[src/rtl/axi4lite_arbiter_if.sv]
// AXI4-Lite bus interface shared by the arbiter's upstream and downstream ports.
// The master modport drives requests; the slave modport receives them.
interface axi4lite #(
  parameter int unsigned ADDR_W = 32,
  parameter int unsigned DATA_W = 32
);
  logic                aclk;
  logic                aresetn;
  logic [ADDR_W-1:0]   awaddr;
  logic [2:0]          awprot;
  logic                awvalid;
  logic                awready;
  logic [DATA_W-1:0]   wdata;
  logic [DATA_W/8-1:0] wstrb;
  logic                wvalid;
  logic                wready;
  logic [1:0]          bresp;
  logic                bvalid;
  logic                bready;
  logic [ADDR_W-1:0]   araddr;
  logic [2:0]          arprot;
  logic                arvalid;
  logic                arready;
  logic [DATA_W-1:0]   rdata;
  logic [1:0]          rresp;
  logic                rvalid;
  logic                rready;

  modport master (
    output aclk, aresetn,
    output awaddr, awprot, awvalid, input awready,
    output wdata, wstrb, wvalid, input wready,
    input  bresp, bvalid, output bready,
    output araddr, arprot, arvalid, input arready,
    input  rdata, rresp, rvalid, output rready
  );

  modport slave (
    input  aclk, aresetn,
    input  awaddr, awprot, awvalid, output awready,
    input  wdata, wstrb, wvalid, output wready,
    output bresp, bvalid, input bready,
    input  araddr, arprot, arvalid, output arready,
    output rdata, rresp, rvalid, input rready
  );
endinterface

[src/rtl/axi4lite_arbiter.sv]
// Two-port AXI4-Lite arbiter: instruction fetch (in0) and load/store (in1)
// share one downstream bus. Read and write channels arbitrate independently,
// one outstanding transaction per channel.
// Optional feature: define AXI_ARB_ROUND_ROBIN_EN for round-robin tie-break;
// otherwise port 1 wins every tie and no last-grant state exists.
module axi4lite_arbiter (
  input  logic     clk,
  input  logic     aresetn,
  axi4lite.slave   in0,
  axi4lite.slave   in1,
  axi4lite.master  out_bus
);

  typedef enum logic [1:0] {R_IDLE, R_ADDR, R_DATA} r_state_t;
  typedef enum logic [1:0] {W_IDLE, W_ADDR, W_RESP} w_state_t;

  r_state_t r_state;
  w_state_t w_state;
  logic     r_gnt;
  logic     w_gnt;
  logic     aw_done;
  logic     w_done;
  logic     r_pick;
  logic     w_pick;
  logic     ar_hs, r_hs, aw_hs, w_hs, b_hs;
  logic     r_addr_ph, r_data_ph, w_addr_ph, w_resp_ph;
  logic     unused_in;

  assign out_bus.aclk    = clk;
  assign out_bus.aresetn = aresetn;

  // Upstream clock/reset copies are not needed inside the arbiter.
  assign unused_in = &{1'b0, in0.aclk, in0.aresetn, in1.aclk, in1.aresetn};

`ifdef AXI_ARB_ROUND_ROBIN_EN
  logic r_last;
  logic w_last;
  // Tie goes to the port not granted last time on the channel.
  always_comb begin
    r_pick = in1.arvalid & (~in0.arvalid | ~r_last);
    w_pick = in1.awvalid & (~in0.awvalid | ~w_last);
  end
`else
  // Load/store port always wins ties.
  always_comb begin
    r_pick = in1.arvalid;
    w_pick = in1.awvalid;
  end
`endif

  assign r_addr_ph = (r_state == R_ADDR);
  assign r_data_ph = (r_state == R_DATA);
  assign w_addr_ph = (w_state == W_ADDR);
  assign w_resp_ph = (w_state == W_RESP);

  assign ar_hs = out_bus.arvalid & out_bus.arready;
  assign r_hs  = out_bus.rvalid  & out_bus.rready;
  assign aw_hs = out_bus.awvalid & out_bus.awready;
  assign w_hs  = out_bus.wvalid  & out_bus.wready;
  assign b_hs  = out_bus.bvalid  & out_bus.bready;

  // Read channel FSM: grant in idle, then address and data phases.
  always_ff @(posedge clk or negedge aresetn) begin
    if (!aresetn) begin
      r_state <= R_IDLE;
      r_gnt   <= 1'b0;
`ifdef AXI_ARB_ROUND_ROBIN_EN
      r_last  <= 1'b1;
`endif
    end else begin
      case (r_state)
        R_IDLE: if (in0.arvalid | in1.arvalid) begin
          r_gnt   <= r_pick;
          r_state <= R_ADDR;
        end
        R_ADDR: if (ar_hs) r_state <= R_DATA;
        R_DATA: if (r_hs) begin
          r_state <= R_IDLE;
`ifdef AXI_ARB_ROUND_ROBIN_EN
          r_last  <= r_gnt;
`endif
        end
        default: r_state <= R_IDLE;
      endcase
    end
  end

  // Write channel FSM: AW and W may complete in either order; flags track them.
  always_ff @(posedge clk or negedge aresetn) begin
    if (!aresetn) begin
      w_state <= W_IDLE;
      w_gnt   <= 1'b0;
      aw_done <= 1'b0;
      w_done  <= 1'b0;
`ifdef AXI_ARB_ROUND_ROBIN_EN
      w_last  <= 1'b1;
`endif
    end else begin
      case (w_state)
        W_IDLE: if (in0.awvalid | in1.awvalid) begin
          w_gnt   <= w_pick;
          w_state <= W_ADDR;
        end
        W_ADDR: begin
          if ((aw_done | aw_hs) & (w_done | w_hs)) begin
            w_state <= W_RESP;
            aw_done <= 1'b0;
            w_done  <= 1'b0;
          end else begin
            if (aw_hs) aw_done <= 1'b1;
            if (w_hs)  w_done  <= 1'b1;
          end
        end
        W_RESP: if (b_hs) begin
          w_state <= W_IDLE;
`ifdef AXI_ARB_ROUND_ROBIN_EN
          w_last  <= w_gnt;
`endif
        end
        default: w_state <= W_IDLE;
      endcase
    end
  end

  // Downstream request mux from the registered grants.
  assign out_bus.araddr  = r_gnt ? in1.araddr : in0.araddr;
  assign out_bus.arprot  = r_gnt ? in1.arprot : in0.arprot;
  assign out_bus.arvalid = r_addr_ph & (r_gnt ? in1.arvalid : in0.arvalid);
  assign out_bus.rready  = r_data_ph & (r_gnt ? in1.rready  : in0.rready);

  assign out_bus.awaddr  = w_gnt ? in1.awaddr : in0.awaddr;
  assign out_bus.awprot  = w_gnt ? in1.awprot : in0.awprot;
  assign out_bus.awvalid = w_addr_ph & ~aw_done & (w_gnt ? in1.awvalid : in0.awvalid);
  assign out_bus.wdata   = w_gnt ? in1.wdata : in0.wdata;
  assign out_bus.wstrb   = w_gnt ? in1.wstrb : in0.wstrb;
  assign out_bus.wvalid  = w_addr_ph & ~w_done & (w_gnt ? in1.wvalid : in0.wvalid);
  assign out_bus.bready  = w_resp_ph & (w_gnt ? in1.bready : in0.bready);

  // Upstream responses: only the granted port ever sees ready/valid.
  assign in0.arready = r_addr_ph & ~r_gnt & out_bus.arready;
  assign in1.arready = r_addr_ph &  r_gnt & out_bus.arready;
  assign in0.rvalid  = r_data_ph & ~r_gnt & out_bus.rvalid;
  assign in1.rvalid  = r_data_ph &  r_gnt & out_bus.rvalid;
  assign in0.rdata   = out_bus.rdata;
  assign in1.rdata   = out_bus.rdata;
  assign in0.rresp   = out_bus.rresp;
  assign in1.rresp   = out_bus.rresp;

  assign in0.awready = w_addr_ph & ~w_gnt & ~aw_done & out_bus.awready;
  assign in1.awready = w_addr_ph &  w_gnt & ~aw_done & out_bus.awready;
  assign in0.wready  = w_addr_ph & ~w_gnt & ~w_done & out_bus.wready;
  assign in1.wready  = w_addr_ph &  w_gnt & ~w_done & out_bus.wready;
  assign in0.bvalid  = w_resp_ph & ~w_gnt & out_bus.bvalid;
  assign in1.bvalid  = w_resp_ph &  w_gnt & out_bus.bvalid;
  assign in0.bresp   = out_bus.bresp;
  assign in1.bresp   = out_bus.bresp;

endmodule

[src/flat_wrapper.sv]
// flat-port wrapper written by rule: the top's interface ports become plain ports
module axi4lite_arbiter_flat 
  (clk, aresetn, in0_aclk, in0_aresetn, in0_awaddr, in0_awprot, in0_awvalid, in0_awready, in0_wdata, in0_wstrb, in0_wvalid, in0_wready, in0_bresp, in0_bvalid, in0_bready, in0_araddr, in0_arprot, in0_arvalid, in0_arready, in0_rdata, in0_rresp, in0_rvalid, in0_rready, in1_aclk, in1_aresetn, in1_awaddr, in1_awprot, in1_awvalid, in1_awready, in1_wdata, in1_wstrb, in1_wvalid, in1_wready, in1_bresp, in1_bvalid, in1_bready, in1_araddr, in1_arprot, in1_arvalid, in1_arready, in1_rdata, in1_rresp, in1_rvalid, in1_rready, out_bus_aclk, out_bus_aresetn, out_bus_awaddr, out_bus_awprot, out_bus_awvalid, out_bus_awready, out_bus_wdata, out_bus_wstrb, out_bus_wvalid, out_bus_wready, out_bus_bresp, out_bus_bvalid, out_bus_bready, out_bus_araddr, out_bus_arprot, out_bus_arvalid, out_bus_arready, out_bus_rdata, out_bus_rresp, out_bus_rvalid, out_bus_rready);
  axi4lite in0_i ();
  axi4lite in1_i ();
  axi4lite out_bus_i ();
  input  logic clk;
  input  logic aresetn;
  input wire logic [$bits(in0_i.aclk)-1:0] in0_aclk;
  input wire logic [$bits(in0_i.aresetn)-1:0] in0_aresetn;
  input wire logic [$bits(in0_i.awaddr)-1:0] in0_awaddr;
  input wire logic [$bits(in0_i.awprot)-1:0] in0_awprot;
  input wire logic [$bits(in0_i.awvalid)-1:0] in0_awvalid;
  output wire logic [$bits(in0_i.awready)-1:0] in0_awready;
  input wire logic [$bits(in0_i.wdata)-1:0] in0_wdata;
  input wire logic [$bits(in0_i.wstrb)-1:0] in0_wstrb;
  input wire logic [$bits(in0_i.wvalid)-1:0] in0_wvalid;
  output wire logic [$bits(in0_i.wready)-1:0] in0_wready;
  output wire logic [$bits(in0_i.bresp)-1:0] in0_bresp;
  output wire logic [$bits(in0_i.bvalid)-1:0] in0_bvalid;
  input wire logic [$bits(in0_i.bready)-1:0] in0_bready;
  input wire logic [$bits(in0_i.araddr)-1:0] in0_araddr;
  input wire logic [$bits(in0_i.arprot)-1:0] in0_arprot;
  input wire logic [$bits(in0_i.arvalid)-1:0] in0_arvalid;
  output wire logic [$bits(in0_i.arready)-1:0] in0_arready;
  output wire logic [$bits(in0_i.rdata)-1:0] in0_rdata;
  output wire logic [$bits(in0_i.rresp)-1:0] in0_rresp;
  output wire logic [$bits(in0_i.rvalid)-1:0] in0_rvalid;
  input wire logic [$bits(in0_i.rready)-1:0] in0_rready;
  input wire logic [$bits(in1_i.aclk)-1:0] in1_aclk;
  input wire logic [$bits(in1_i.aresetn)-1:0] in1_aresetn;
  input wire logic [$bits(in1_i.awaddr)-1:0] in1_awaddr;
  input wire logic [$bits(in1_i.awprot)-1:0] in1_awprot;
  input wire logic [$bits(in1_i.awvalid)-1:0] in1_awvalid;
  output wire logic [$bits(in1_i.awready)-1:0] in1_awready;
  input wire logic [$bits(in1_i.wdata)-1:0] in1_wdata;
  input wire logic [$bits(in1_i.wstrb)-1:0] in1_wstrb;
  input wire logic [$bits(in1_i.wvalid)-1:0] in1_wvalid;
  output wire logic [$bits(in1_i.wready)-1:0] in1_wready;
  output wire logic [$bits(in1_i.bresp)-1:0] in1_bresp;
  output wire logic [$bits(in1_i.bvalid)-1:0] in1_bvalid;
  input wire logic [$bits(in1_i.bready)-1:0] in1_bready;
  input wire logic [$bits(in1_i.araddr)-1:0] in1_araddr;
  input wire logic [$bits(in1_i.arprot)-1:0] in1_arprot;
  input wire logic [$bits(in1_i.arvalid)-1:0] in1_arvalid;
  output wire logic [$bits(in1_i.arready)-1:0] in1_arready;
  output wire logic [$bits(in1_i.rdata)-1:0] in1_rdata;
  output wire logic [$bits(in1_i.rresp)-1:0] in1_rresp;
  output wire logic [$bits(in1_i.rvalid)-1:0] in1_rvalid;
  input wire logic [$bits(in1_i.rready)-1:0] in1_rready;
  output wire logic [$bits(out_bus_i.aclk)-1:0] out_bus_aclk;
  output wire logic [$bits(out_bus_i.aresetn)-1:0] out_bus_aresetn;
  output wire logic [$bits(out_bus_i.awaddr)-1:0] out_bus_awaddr;
  output wire logic [$bits(out_bus_i.awprot)-1:0] out_bus_awprot;
  output wire logic [$bits(out_bus_i.awvalid)-1:0] out_bus_awvalid;
  input wire logic [$bits(out_bus_i.awready)-1:0] out_bus_awready;
  output wire logic [$bits(out_bus_i.wdata)-1:0] out_bus_wdata;
  output wire logic [$bits(out_bus_i.wstrb)-1:0] out_bus_wstrb;
  output wire logic [$bits(out_bus_i.wvalid)-1:0] out_bus_wvalid;
  input wire logic [$bits(out_bus_i.wready)-1:0] out_bus_wready;
  input wire logic [$bits(out_bus_i.bresp)-1:0] out_bus_bresp;
  input wire logic [$bits(out_bus_i.bvalid)-1:0] out_bus_bvalid;
  output wire logic [$bits(out_bus_i.bready)-1:0] out_bus_bready;
  output wire logic [$bits(out_bus_i.araddr)-1:0] out_bus_araddr;
  output wire logic [$bits(out_bus_i.arprot)-1:0] out_bus_arprot;
  output wire logic [$bits(out_bus_i.arvalid)-1:0] out_bus_arvalid;
  input wire logic [$bits(out_bus_i.arready)-1:0] out_bus_arready;
  input wire logic [$bits(out_bus_i.rdata)-1:0] out_bus_rdata;
  input wire logic [$bits(out_bus_i.rresp)-1:0] out_bus_rresp;
  input wire logic [$bits(out_bus_i.rvalid)-1:0] out_bus_rvalid;
  output wire logic [$bits(out_bus_i.rready)-1:0] out_bus_rready;
  assign in0_i.aclk = in0_aclk;
  assign in0_i.aresetn = in0_aresetn;
  assign in0_i.awaddr = in0_awaddr;
  assign in0_i.awprot = in0_awprot;
  assign in0_i.awvalid = in0_awvalid;
  assign in0_awready = in0_i.awready;
  assign in0_i.wdata = in0_wdata;
  assign in0_i.wstrb = in0_wstrb;
  assign in0_i.wvalid = in0_wvalid;
  assign in0_wready = in0_i.wready;
  assign in0_bresp = in0_i.bresp;
  assign in0_bvalid = in0_i.bvalid;
  assign in0_i.bready = in0_bready;
  assign in0_i.araddr = in0_araddr;
  assign in0_i.arprot = in0_arprot;
  assign in0_i.arvalid = in0_arvalid;
  assign in0_arready = in0_i.arready;
  assign in0_rdata = in0_i.rdata;
  assign in0_rresp = in0_i.rresp;
  assign in0_rvalid = in0_i.rvalid;
  assign in0_i.rready = in0_rready;
  assign in1_i.aclk = in1_aclk;
  assign in1_i.aresetn = in1_aresetn;
  assign in1_i.awaddr = in1_awaddr;
  assign in1_i.awprot = in1_awprot;
  assign in1_i.awvalid = in1_awvalid;
  assign in1_awready = in1_i.awready;
  assign in1_i.wdata = in1_wdata;
  assign in1_i.wstrb = in1_wstrb;
  assign in1_i.wvalid = in1_wvalid;
  assign in1_wready = in1_i.wready;
  assign in1_bresp = in1_i.bresp;
  assign in1_bvalid = in1_i.bvalid;
  assign in1_i.bready = in1_bready;
  assign in1_i.araddr = in1_araddr;
  assign in1_i.arprot = in1_arprot;
  assign in1_i.arvalid = in1_arvalid;
  assign in1_arready = in1_i.arready;
  assign in1_rdata = in1_i.rdata;
  assign in1_rresp = in1_i.rresp;
  assign in1_rvalid = in1_i.rvalid;
  assign in1_i.rready = in1_rready;
  assign out_bus_aclk = out_bus_i.aclk;
  assign out_bus_aresetn = out_bus_i.aresetn;
  assign out_bus_awaddr = out_bus_i.awaddr;
  assign out_bus_awprot = out_bus_i.awprot;
  assign out_bus_awvalid = out_bus_i.awvalid;
  assign out_bus_i.awready = out_bus_awready;
  assign out_bus_wdata = out_bus_i.wdata;
  assign out_bus_wstrb = out_bus_i.wstrb;
  assign out_bus_wvalid = out_bus_i.wvalid;
  assign out_bus_i.wready = out_bus_wready;
  assign out_bus_i.bresp = out_bus_bresp;
  assign out_bus_i.bvalid = out_bus_bvalid;
  assign out_bus_bready = out_bus_i.bready;
  assign out_bus_araddr = out_bus_i.araddr;
  assign out_bus_arprot = out_bus_i.arprot;
  assign out_bus_arvalid = out_bus_i.arvalid;
  assign out_bus_i.arready = out_bus_arready;
  assign out_bus_i.rdata = out_bus_rdata;
  assign out_bus_i.rresp = out_bus_rresp;
  assign out_bus_i.rvalid = out_bus_rvalid;
  assign out_bus_rready = out_bus_i.rready;
  axi4lite_arbiter u_core (.clk(clk), .aresetn(aresetn), .in0(in0_i), .in1(in1_i), .out_bus(out_bus_i));
endmodule
[config.mk]
export PLATFORM = sky130hd
export DESIGN_NAME = axi4lite_arbiter_flat
export DESIGN_NICKNAME = d
export VERILOG_FILES = /design/src/rtl/axi4lite_arbiter_if.sv /design/src/rtl/axi4lite_arbiter.sv /design/src/flat_wrapper.sv
export SDC_FILE = /design/constraint.sdc
export NUM_CORES = 1
export LEC_CHECK = 0
export CORE_AREA = 2 2 179 181
export DETAILED_ROUTE_END_ITERATION = 16
export DIE_AREA = 0 0 181 183
export HOLD_SLACK_MARGIN = 0.03
export PLACE_DENSITY_LB_ADDON = 0.25
export SYNTH_ARGS = -nofsm -noshare
export SYNTH_HDL_FRONTEND = slang
export SYNTH_SLANG_ARGS = --single-unit
export TNS_END_PERCENT = 50
[constraint.sdc]
create_clock -name clk -period 1.55 [get_ports clk]
set_input_delay 0.2325 -clock clk [delete_from_list [all_inputs] [get_ports clk]]
set_output_delay 0.2325 -clock clk [all_outputs]
set_load 0.02 [all_outputs]
* Word level (Yosys, flattened, before mapping) *
Index checks and enable logic that the tools add are counted.

cells by class
  equal/unequal tests = 10
  mux-type cells = 23
  bitwise logic cells = 43
  reduce and logical (&&, ||, !) cells = 10

operators with widths
  kind                                                   count
  two-way mux 32 bit                                     3
  AND 1 bit                                              35
  two-way mux 2 bit                                      6
  case mux 2 bit (3 select lines)                        2
  inequality test 2 x 1 -> 1 bit, second input constant  5
  two-way mux 1 bit                                      9
  AND reduction 2 bit                                    4
  two-way mux 3 bit                                      2
  AND reduction 3 bit                                    2
  == test 2 x 1 -> 1 bit, second input constant          2
  == test 2 bit, second input constant                   2
  zero test 2 bit                                        2
  two-way mux 4 bit                                      1
  inverter 1 bit                                         4
  bitwise OR 1 bit                                       4
  nonzero test 2 bit                                     2
  inequality test 2 bit, second input constant           1

storage, ports and cells
  flip-flop bits (word level) = 8
  bits of input ports = 269
  output and inout bits = 195

* Depth between registers and ports, before layout *
  word-level depth = 8
  mapped depth = 5

==> impl_metrics.yaml <==
layout:
  fillers: 3473
  area_delta_synth_final_pct: 173
  nNetsFinal: 849
  post_layout_nonfiller_instances: 983
  drive_above_1_share: 0.527
  final_core_util: 0.208
pwr:
  p_sw_frac: 0.410
  p_seq_frac: 0.049
  finalPower_mw: 9.45
  power.internal_mw: 5.57
  power_frac_comb: 0.843
  ir_worst_vdd_mv: 0.506
  cellLeakagePower_nw: 2.69
  power.density_nw_per_um2: 1450
  clkPwrFrac: 0.108
  p_sw_mw: 3.88
cts:
  clk-insertion-delay-late_ps: 350
  cts_tree: "yes"
  clkSlewWorstSetupHoldPaths_ps: 40
logic_synthesis:
  async_flop_share: 1.00
  synth_edf_count: 0
  syn-num-nets: 527
  synth-main-ff-cell: "dfrtp_1"
  ys_warn_count: 0
  syn_avg_cell_area_um2: 9.23
  syn_inst: 258
  netlist_area_um2: 2380
  synth_cell_types: 29
  synth-seq-cells: 8
  yosysSeqAreaShare: 0.0841
sta:
  drv_slew: 0
  grt_setup_unrepaired: "true"
  clock.fmax_ghz: 0.508
  fin_tns_setup_ps: -31850
  finalCriticalPeriod_ps: 1970
  finalCritPeriodShare: 1.27
  clock_skew_ps: 1.53
  maxSlewHeadroom: 0.825
  hold_viol: 0
  finalSetupViolCount: 125
  worst_pin_slew_ps: 258
  layout_setup_ws_ps: -417
floorplanning:
  coreArea_um2: 31200
  die_h_um: 183
  dieArea_um2: 33100
  initial_core_util: 0.0762
  io_pins: 464
  num_rows: 65
  fp.dieW_um: 181
critical_path:
  critPathMaxFanout: 7
  reg2reg_slack_ps: -100
  crit_chain: "buf_12 -> buf_16 -> buf_6 -> mux2_4 -> buf_6"
  cp.required_ps: 1320
  regToRegEndpoint: "u_core.w_state[0]"
  r2r-start: "u_core.w_gnt"
  critical_path_class: "flip-flop to output pin"
  slowest_stage: "dfrtp_4"
  cp_top_family: "flip-flops"
  startpoint_type: "flip-flop"
  cp.arrival_ps: 1730
  endpoint_kind: "output pin"
  path_buf_inv: 4
  r2r_cells: 5
  max_stage_delay_ps: 550
  crit_top_cell: "buf_6"
drt:
  viasPerCell: 3.24
  drt_iter0_markers: 26
  wirelength_um: 14300
  dr.pass1.iters: 4
  drc: 0
  antenna_left: 0
  wl_per_cell_um: 14.5
  num_vias: 3183
run_status:
  violations: "negative setup slack"
  status: "complete, but fails checks"
global_routing:
  antenna_found_initial: 2
  grt_overflow: 0
  grt_max_degree: 24
  grt_pass1_vias: 3354
  grt_usage: 0.0769
  grt_pass1_wl_um: 19500
place:
  place_inst: 951
  port_buffers: 351
  dp_hpwl_um: 11300
  gp_congestion: 0.676
worst_hold_path:
  hp-class: "primary input to asynchronous set/reset pin"
run:
  cap_viol_max_count: 0
-- power by group through the flow --
stage | Clock [mW] | Combinational (mW) | Sequential (mW)
floorplan | 0.0754 | 3.85 | 0.395
global route | 1.06 | 8.45 | 0.488
detailed placement | 0.0866 | 6.92 | 0.434
CTS | 0.967 | 7.43 | 0.460
global placement | 0.0866 | 6.97 | 0.430
finish | 1.02 | 7.97 | 0.466
-- flip-flops by register name (all words and copies together) (netlist names) --
| signal | cells |
|---|---|
| u_core.r_state | 2 |
| u_core.w_state | 2 |
| u_core.aw_done | 1 |
| u_core.r_gnt | 1 |
| u_core.w_done | 1 |
| u_core.w_gnt | 1 |
-- timing repair --
| item | 4_1_cts | 5_1_grt |
|---|---|---|
| pin swaps | 2 | 6 |
| buffers inserted | 13 | 7 |
| endpoints found under the setup margin | 127 | 127 |
| gates cloned | 5 | 3 |
| resized for setup | 491 | 120 |
| hold buffers | 0 | 0 |
-- worst max path at each step --
stage	from	endpoint	slack, ps	cells past startpoint
final	u_core.w_gnt	out_bus_wdata[24]	-420	5
after global routing	u_core.w_gnt	out_bus_wdata[22]	-450	5
after CTS	u_core.w_gnt	out_bus_awvalid	-480	6
after detailed placement	out_bus_wready	in0_wready	-360	4
after global placement	out_bus_wready	in0_wready	-380	4
after floorplan	u_core.w_gnt	out_bus_awaddr[0]	80	4
-- layout by cell type, fill, tap and decap left out, types with 2 or more instances in the layout --
| cell | n |
|---|---|
| clkdlybuf4s50_1 | 228 |
| mux2_2 | 89 |
| buf_2 | 54 |
| buf_6 | 53 |
| buf_4 | 38 |
| mux2_4 | 19 |
| buf_12 | 12 |
| clkbuf_16 | 9 |
| nor2_2 | 6 |
| nor2_1 | 6 |
| dlygate4sd2_1 | 6 |
| nor2b_1 | 5 |
| dfrtp_1 | 5 |
| nand2_1 | 4 |
| nand2_2 | 3 |
| diode_2 | 2 |
| mux2i_4 | 2 |
| nand2b_1 | 2 |
| nor3b_2 | 2 |
| and4b_1 | 2 |
| a22o_1 | 2 |
| nor3_1 | 2 |
| buf_16 | 2 |
| buf_8 | 2 |
| clkdlybuf4s15_2 | 2 |
| dfrtp_2 | 2 |
-- Yosys cell counts (all sizes together) (2+ instances only) --
cell type,n,share of area
mux2,108,0.51
nand2,8,0.013
nor2,13,0.020
buf,87,0.26
dfrtp,8,0.084
and4b,2,0.0084
nor3b,2,0.0063
a31oi,2,0.0053
a22o,2,0.0074
nor3,2,0.0042
nand2b,2,0.0053
nor2b,6,0.016
mux2i,3,0.013
-- cell type report --
| class | count | area (µm²) | share of cell area |
|---|---|---|---|
| antenna | 2 | 5.00 | 0.000769 |
| sequential | 8 | 206 | 0.0317 |
| multi-input combinational | 162 | 1710 | 0.263 |
| timing repair buffer | 401 | 3900 | 0.600 |
| tap | 402 | 503 | 0.0773 |
| clock buffer | 8 | 179 | 0.0275 |
-- kinds of logic after synthesis --
kind of cell / Yosys count / synth area share
mux: 111 / 0.525
buf+inv: 88 / 0.265
simple gates: 39 / 0.0857
compound gates: 12 / 0.0405
flops: 8 / 0.0841
-- through the flow --
stage / hold WS [ps] / setup slack, ps / cell area (µm²)
finish: 341 / -417 / 6500
global route: 409 / -449 / 6500
CTS: 421 / -481 / 6210
detailed placement: 465 / -360 / 6050
global placement: 465 / -385 / 6050
floorplan: -63.1 / 78.6 / 2390
-- routing by layer --
layer,share of wire,GRT usage,vias up
li1,-,-,1480
met1,0.36,0.0790,1460
met2,0.52,0.144,224
met3,0.11,0.0302,19
met4,0.015,0.0224,0
met5,0,0,-
Note: power is estimated with default switching activity, not from simulation.
